File: config.mk
export PLATFORM = sky130hd
export DESIGN_NAME = usb_bulk_in_ep
export DESIGN_NICKNAME = d
export VERILOG_FILES = /design/src/rtl/usb_bulk_in_ep.sv
export SDC_FILE = /design/constraint.sdc
export NUM_CORES = 1
export LEC_CHECK = 0
export CORE_UTILIZATION = 26
export DETAILED_ROUTE_END_ITERATION = 16
export SLEW_MARGIN = 0
export SYNTH_ARGS = -nofsm -noshare
export SYNTH_HDL_FRONTEND = slang
export SYNTH_SLANG_ARGS = --single-unit
export TNS_END_PERCENT = 30
File: constraint.sdc
create_clock -name clk48mhz -period 3.1 [get_ports clk48mhz]
set_input_delay 0.775 -clock clk48mhz [delete_from_list [all_inputs] [get_ports clk48mhz]]
set_output_delay 0.775 -clock clk48mhz [all_outputs]
set_load 0.01 [all_outputs]
File: src/rtl/usb_bulk_in_ep.sv
// Bulk IN endpoint: buffers one packet from a show-ahead queue and serves it to the usb core
// with NAK, DATA0/DATA1 toggling and retransmission. Optional zero-length packets: USB_BULK_IN_ZLP_EN.
module usb_bulk_in_ep #(
    parameter logic [3:0] EP_NUM  = 4'h1,
    parameter int         MAX_PKT = 64,
    parameter int         CNT_W   = 7
) (
    input  logic             clk48mhz,
    input  logic             rst,
    input  logic             usb_rst,
    input  logic [3:0]       endpoint,
    input  logic             transaction_active,
    input  logic             direction_in,
    input  logic             setup,
    input  logic             data_strobe,
    input  logic             success,
    output logic [7:0]       data_in,
    output logic             data_in_valid,
    output logic             data_toggle,
    output logic [1:0]       handshake,
    input  logic             q_empty,
    input  logic [7:0]       q_data_out,
    output logic             q_read_success,
    output logic [CNT_W-1:0] pkt_len
);
    localparam int               AW      = (MAX_PKT > 1) ? $clog2(MAX_PKT) : 1;
    localparam logic [CNT_W-1:0] MAX_LEN = CNT_W'(MAX_PKT);
    localparam logic [CNT_W-1:0] ONE     = CNT_W'(1);
    localparam logic [1:0]       HS_ACK  = 2'b00;
    localparam logic [1:0]       HS_NAK  = 2'b10;

    typedef enum logic [1:0] {ST_FILL, ST_SEND, ST_WAIT} state_t;

    state_t           state;
    state_t           state_next;
    logic             reset_any;
    logic [7:0]       pkt_buf [0:(1<<AW)-1];
    logic [CNT_W-1:0] len;
    logic [CNT_W-1:0] len_next;
    logic [CNT_W-1:0] idx;
    logic [CNT_W-1:0] idx_inc;
    logic             active_q;
    logic             strobe_q;
    logic             frozen;
    logic             toggle;
    logic             ok_seen;
    logic             start;
    logic             my_start;
    logic             strobe_rise;
    logic             send_go;
    logic             can_pop;
    logic             finish;
    logic             finish_ok;
    logic             zlp_pending;
    logic             zlp_next;

    assign reset_any   = rst | usb_rst;
    assign start       = transaction_active && !active_q;
    assign my_start    = start && (endpoint == EP_NUM) && direction_in && !setup;
    assign strobe_rise = data_strobe && !strobe_q;
    assign idx_inc     = idx + ONE;
    assign send_go     = (state == ST_FILL) && my_start && ((len != '0) || zlp_pending);
    assign finish      = (state == ST_WAIT) && !transaction_active;
    assign finish_ok   = finish && (ok_seen || success);

`ifdef USB_BULK_IN_ZLP_EN
    logic last_full;
    logic last_full_next;

    // A full packet that was ACKed owes the host a terminating zero-length packet.
    always_comb begin
        last_full_next = last_full;
        if (finish_ok) begin
            last_full_next = (len == MAX_LEN);
        end
    end

    always_ff @(posedge clk48mhz) begin
        if (reset_any) begin
            last_full <= 1'b0;
        end else begin
            last_full <= last_full_next;
        end
    end

    assign zlp_pending = last_full && (len == '0);
    assign zlp_next    = last_full_next && (len_next == '0);
`else
    assign zlp_pending = 1'b0;
    assign zlp_next    = 1'b0;
`endif

    always_ff @(posedge clk48mhz) begin
        if (reset_any) begin
            state <= ST_FILL;
        end else begin
            state <= state_next;
        end
    end

    always_comb begin
        state_next = state;
        case (state)
            ST_FILL: begin
                if (send_go) begin
                    state_next = ST_SEND;
                end
            end
            ST_SEND: begin
                if (!transaction_active || success) begin
                    state_next = ST_WAIT;
                end
            end
            ST_WAIT: begin
                if (!transaction_active) begin
                    state_next = ST_FILL;
                end
            end
            default: state_next = ST_FILL;
        endcase
    end

    // No pop in the start cycle of an IN on an empty buffer, so the NAK decision stays consistent.
    always_comb begin
        can_pop = 1'b0;
        if (!reset_any && (state == ST_FILL) && !frozen && !q_empty && (len != MAX_LEN)
            && !(my_start && (len == '0))) begin
            can_pop = 1'b1;
        end
        q_read_success = can_pop;
    end

    always_comb begin
        len_next = len;
        if (can_pop) begin
            len_next = len + ONE;
        end
        if (finish_ok) begin
            len_next = '0;
        end
    end

    always_ff @(posedge clk48mhz) begin
        if (can_pop) begin
            pkt_buf[len[AW-1:0]] <= q_data_out;
        end
    end

    always_ff @(posedge clk48mhz) begin
        if (reset_any) begin
            active_q      <= 1'b0;
            strobe_q      <= 1'b0;
            len           <= '0;
            idx           <= '0;
            frozen        <= 1'b0;
            toggle        <= 1'b0;
            ok_seen       <= 1'b0;
            data_in       <= 8'h00;
            data_in_valid <= 1'b0;
            handshake     <= HS_NAK;
        end else begin
            active_q  <= transaction_active;
            strobe_q  <= data_strobe;
            len       <= len_next;
            handshake <= ((len_next == '0) && !zlp_next) ? HS_NAK : HS_ACK;

            if (send_go) begin
                idx           <= '0;
                frozen        <= 1'b1;
                ok_seen       <= 1'b0;
                data_in_valid <= (len != '0);
                data_in       <= (len != '0) ? pkt_buf[0] : 8'h00;
            end

            if (state == ST_SEND) begin
                ok_seen <= ok_seen | success;
                if (strobe_rise && (idx != len)) begin
                    idx <= idx_inc;
                    if (idx_inc < len) begin
                        data_in       <= pkt_buf[idx_inc[AW-1:0]];
                        data_in_valid <= 1'b1;
                    end else begin
                        data_in_valid <= 1'b0;
                    end
                end
            end

            if (state == ST_WAIT) begin
                ok_seen       <= ok_seen | success;
                data_in_valid <= 1'b0;
            end

            // An unacknowledged packet keeps buffer, length and PID for the retry.
            if (finish_ok) begin
                toggle <= ~toggle;
                frozen <= 1'b0;
            end
        end
    end

    assign data_toggle = toggle;
    assign pkt_len     = len;

endmodule
=== Word-level counts from Yosys, hierarchy flattened ===
Memory sizes are Yosys's and may differ from the RTL's.
Index checks and enable logic that the tools add are counted.

* Flip-flop bits (word level): 32
* RAM bits: 512
* Bits of input ports: 21
* Output and inout port bits: 20
* Word-level logic and storage cells: 85
* Memories kept: 1

* Add/subtract/negate cells: 2
* $lt $le $gt $ge: 1
* Equality and inequality tests: 8
* Multiplexer cells: 25
* Bitwise operators: 3
* Reduce and logical (&&, ||, !) cells: 34

{| class="wikitable"
|+ Memories
! memory !! depth !! bits a word !! read ports !! clocked after Yosys merged registers in !! write ports !! RTL line !! text
|-
| pkt_buf || 64 || 8 || 2 || 0 || 1 || 37 || <nowiki>logic [7:0] pkt_buf [0:(1<<AW)-1];</nowiki>
|}

{| class="wikitable"
|+ Operator list
! cell !! number
|-
| $mux W8 || 5
|-
| $mux W7 || 5
|-
| $logic_and A1 B1 Y1 || 16
|-
| $add A7 B1 Y7 const B || 2
|-
| $logic_not A7 Y1 || 2
|-
| $mux W1 || 10
|-
| $logic_not A1 Y1 || 8
|-
| $mux W2 || 4
|-
| $lt A7 B7 Y1 || 1
|-
| $ne A7 B7 Y1 || 1
|-
| $ne A7 B7 Y1 const B || 1
|-
| $reduce_bool A7 Y1 || 1
|-
| $ne A2 B2 Y1 const B || 3
|-
| $pmux W2 S3 || 1
|-
| $eq A4 B1 Y1 const B || 1
|-
| $reduce_or A2 Y1 || 2
|-
| $reduce_and A3 Y1 || 1
|-
| $reduce_bool A3 Y1 || 1
|-
| $eq A2 B1 Y1 const B || 1
|-
| $eq A2 B2 Y1 const B || 1
|-
| $logic_not A2 Y1 || 1
|-
| $logic_or A1 B1 Y1 || 2
|-
| $or A1 B1 Y1 || 2
|-
| $not A1 Y1 || 1
|}

=== Depth between registers and ports, before layout ===
* Word-level depth: 13
* Mapped depth: 13
* Mapped depth without buffers: 10

=== Worst setup path after synthesis ===
No wires, ideal clock.

* Kind: register to register
* Start: reg idx[0]
* End: reg data_in[6]
* Library setup time: 0.123 ns
* Arrival: 3.281 ns
* Data required time: 2.977 ns
* Setup slack: -0.304 ns
* Stages on the path, launching flop included: 14
* Buffers on the path: 3
* Clock period less this slack: 3.404 ns
* Cell sequence: dfxtp_1 -> buf_2 -> nand3_1 -> xnor2_2 -> inv_2 -> clkbuf_1 -> ha_1 -> a21o_1 -> a21o_1 -> or2_2 -> o22ai_1 -> clkbuf_1 -> a211o_1 -> nand3_1

* Word-level cells in the longest chain between the ends: 5
* Elaborated cells on any way between the ends: 8
* Those cells by class: add/sub (1); order compare (1); eq/ne (1); mux (3); reduce/logical (1); memory (1)

{| class="wikitable"
|+ Ends and longest elaborated chain
! item !! RTL line !! text
|-
| start, declared || 40 || <nowiki>logic [CNT_W-1:0] idx;</nowiki>
|-
| start signal, assigned || 178 || <nowiki>idx <= idx_inc;</nowiki>
|-
| $add A7 B1 Y7 || 61 || <nowiki>assign idx_inc = idx + ONE;</nowiki>
|-
| $mem_v2 Z64 W8 or $lt A7 B7 Y1 (tied branches) || n/a ||
|-
| $mux W8 || 179 || <nowiki>if (idx_inc < len) begin</nowiki>
|-
| $mux W8 (*) || 177 || <nowiki>if (strobe_rise && (idx != len)) begin</nowiki>
|-
| $mux W8 (*) || 175 || <nowiki>if (state == ST_SEND) begin</nowiki>
|-
| end signal, assigned || 172 || <nowiki>data_in <= (len != '0) ? pkt_buf[0] : 8'h00;</nowiki>
|-
| end signal, assigned || 180 || <nowiki>data_in <= pkt_buf[idx_inc[AW-1:0]];</nowiki>
|-
| end, declared || 17 || <nowiki>output logic [7:0] data_in,</nowiki>
|}

Every way passes the cells marked *; elsewhere a longest branch is shown, timed or not.
A chain may end at the register's enable or synchronous reset.

=== Worst setup path in the final report ===
* Start: in endpoint[0]
* End: out q_read_success

* Word-level cells in the longest chain between the ends: 8

{| class="wikitable"
|+ Ends and longest elaborated chain
! item !! RTL line !! text
|-
| start, declared || 11 || <nowiki>input logic [3:0] endpoint,</nowiki>
|-
| $eq A4 B1 Y1 || 59 || <nowiki>assign my_start = start && (endpoint == EP_NUM) && direction_in && !setup;</nowiki>
|-
| $logic_and A1 B1 Y1 (3 in a row) || 59 ||
|-
| $logic_and A1 B1 Y1 || 127 || <nowiki>&& !(my_start && (len == '0))) begin</nowiki>
|-
| $logic_not A1 Y1 || 127 ||
|-
| $logic_and A1 B1 Y1 || 127 ||
|-
| $mux W1 || 126 || <nowiki>if (!reset_any && (state == ST_FILL) && !frozen && !q_empty && (len != MAX_LEN)</nowiki>
|-
| end, declared || 23 || <nowiki>output logic q_read_success,</nowiki>
|}

Every way passes these cells.

==> key figures <==
Cells and area
  • Nets: 1289
  • Multi-input logic area: 5520 um2
  • Syn-to-layout area delta: 18.8%
  • FF/Latch Area: 16000 um2
  • Ratio of cells with drive above 1 in the final layout: 27.6%
  • N_diodes: 0
  • Final-layout fill cell count: 7851
  • Post-Route Utilization: 31.4%

Critical path
  • Slowest cell on the critical path: clkdlybuf4s50_1
  • Startpoint types: input port
  • Worst R2R Start: idx[1]
  • WS Path Type: in2out
  • Critical-path maximum fanout: 3
  • Critical Path AT: 2.29 ns
  • Cell repeated most along the worst path: buf_4
  • CP required: 2.32 ns
  • CP top delay family: buffers and inverters
  • Critical Path Start: endpoint[0]
  • Critical Path Sink Type: primary output
  • CP bufs+invs: 4
  • CP Cell Sequence: clkdlybuf4s50_1 -> nor4bb_4 -> a21oi_1 -> o211ai_1 -> buf_4 -> clkinv_1 -> buf_4
  • Max incr delay on CP: 0.45 ns

Clocking
  • Hold-fix buffers, CTS: 0
  • Clk buf depth: 3
  • Clk_lat worst skew: 0.62 ns
  • Reg clk slew, reported paths: 0.06 ns
  • CTS root buffer: clkbuf_16
  • TritonCTS clock tree: built
  • Htree depth: 2
  • Num CTS Buffers: 54
  • Clock sinks: 543

Route
  • Vias/cell: 4.70
  • Vias post-DR: 11200
  • Antenna viol nets, final: 0
  • DR WL/cell: 21.7 um
  • DRC: 0
  • Iteration-0 DRC Markers: 1001
  • Detailed Routing Iterations Pass 1: 4
  • Final WL: 51.6 mm

Timing
  • Finish-stage setup viols: 0
  • Worst-Margin Slew: 0.903 ns
  • Period minus WS final: 3.06 ns
  • Clock Skew: 0.0339 ns
  • RSZ-0062 raised after global routing: true
  • Final Max Tran Viols: 0
  • Fmax: 0.326 GHz
  • Slew margin rel.: 38.2%
  • Final hold violations: 0
  • Final Cycle Share: 98.9%
  • Hold Slack: 0.403 ns

Logic synthesis
  • Syn Area/Cell: 19.5 um2
  • Synthesis Warnings: 0
  • Yosys top cell by area: edfxtp_1
  • Post-synthesis sequential area ratio: 73.4%
  • Flops & latches, synth: 543
  • Synth area leaders: edfxtp_1 (71%), mux4_2 (14%), dfxtp_1 (2.8%)
  • Most frequent cell after synthesis: edfxtp_1
  • Mapped cell area: 21800 um2
  • Post-synth top cells: edfxtp_1 (512), mux4_2 (136), nor2_1 (86)
  • Syn Nets: 1149
  • Async set-reset flop share out of synthesis: 0%
  • Post-synthesis cell count: 1118
  • Ys flop type: edfxtp_1
  • Top-area cell type share of the netlist area: 70.5%
  • EDFF count, synth: 512
  • Library cells used by synthesis: 61

Die
  • Die Y: 292 um
  • Core area: 82500 um2
  • Chip Width: 292 um
  • Initial Util: 26.4%
  • Placement Rows: 105
  • Io pins: 41
  • Die Footprint: 85000 um2

Power
  • NetSw: 2.93 mW
  • Clk pwr share: 43.9%
  • Seq pwr share: 54.6%
  • Pint: 11.8 mW
  • Leakage: 7.94 nW
  • Total design power: 14.7 mW
  • Comb pwr share: 1.4%
  • Sw frac: 19.9%
  • Pwr per Cell Area: 567 nW/um2
  • VDD IR max: 347 uV

Place
  • Port bufs: 39
  • Hpwl dp: 34.3 mm
  • Global placer's final weighted congestion: 0.853

GRT
  • Tot GR Track Use: 12.1%
  • Largest net degree at the start of global routing: 65
  • First-pass GRT wire length: 76.7 mm
  • Initial antenna violation count: 0
  • Number of global-route vias before repair: 11400
  • Gr ovfl total: 0

Job
  • Max-cap violation count: 0

Hold path
  • Hold Startpoint: q_data_out[3]
  • Hold/Removal Path Class: in2reg

Outcome
  • Status: completed
-- layout by cell type (no fill, tap or decap), types with 25 or more instances in the layout --
cell type | netlist | layout
nor2_1 | 86 | 86
clkdlybuf4s50_1 | 0 | 30
mux2i_1 | 25 | 25
clkbuf_16 | 0 | 54
buf_4 | 5 | 91
mux4_2 | 136 | 136
dfxtp_1 | 31 | 30
edfxtp_1 | 512 | 512
nand3_1 | 33 | 32
a21oi_1 | 31 | 31
nand2_1 | 29 | 29
-- stage by stage --
| step | std cells | setup TNS [ns] | setup WS, ns | instance area, um2 |
|---|---|---|---|---|
| after floorplan | 1118 | 0 | 0.0000471 | 21800 |
| after global placement | 2270 | -61.83 | -0.387 | 24100 |
| after detailed placement | 2270 | -71.98 | -0.423 | 24100 |
| after CTS | 2373 | 0 | 0.0113 | 25900 |
| after global routing | 2373 | -0.0716 | -0.0716 | 25900 |
| final | 2373 | 0 | 0.0356 | 25900 |
-- power groups by stage --
stage          Clock (mW)  Combinational [mW]  Sequential, mW
2_1_floorplan           0              0.0240            8.18
3_3_place_gp            0               0.206            8.18
3_5_place_dp            0               0.214            8.18
4_1_cts              6.58               0.216            8.02
5_1_grt              6.85               0.231            8.02
6_report             6.45               0.213            8.02
-- registers in the layout (all words and copies together) (netlist names), 2 cells and up --
signal   flops
state        2
pkt_len      7
data_in      8
pkt_buf    512
idx          7
-- routing by layer --
| layer | up-vias | global-route usage (%) | routed length [um] |
|---|---|---|---|
| li1 | 4880 | - | - |
| met5 | - | 0 | 0 |
| met1 | 5860 | 16.6 | 23000 |
| met2 | 328 | 18.7 | 23900 |
| met3 | 86 | 2.86 | 3260 |
| met4 | 0 | 4.34 | 1460 |
-- cells by family (layout without fill, tap and decap cells) --
logic type / count (synthesis) / in the layout / share of synthesized area (%)
xor+xnor: 19 / 19 / 0.832
compound gates: 93 / 93 / 2.97
mux: 177 / 177 / 16.0
flops: 543 / 543 / 73.4
simple gates: 205 / 205 / 4.59
buf+inv: 70 / 255 / 1.59
fa+ha+maj: 10 / 10 / 0.574
other cells: 1 / 1 / 0.0172
-- final timing paths --
check	slack, ns	cells past startpoint	to
worst min-delay path	0.40	1	pkt_buf[25][3]
worst min register to register	0.48	2	ok_seen
worst max-delay path	0.04	7	q_read_success
worst max register to register	0.17	10	data_in[7]
-- area by class of cell --
type / count / share of cell area, %
clock inverters: 38 / 1.33
inverters: 16 / 0.232
repair buffers: 138 / 4.65
well taps: 1070 / 5.17
multi-input cells: 505 / 21.3
flip-flops and latches: 543 / 61.8
clock buffers: 63 / 5.47
-- timing repair --
action                     4_1_cts  5_1_grt
gates cloned                     0        0
setup buffers                    2        0
gates resized for setup          2        3
setup endpoints to repair        1        9
pin swaps                        2        0
No activity file was read; power rests on OpenSTA's default activity.
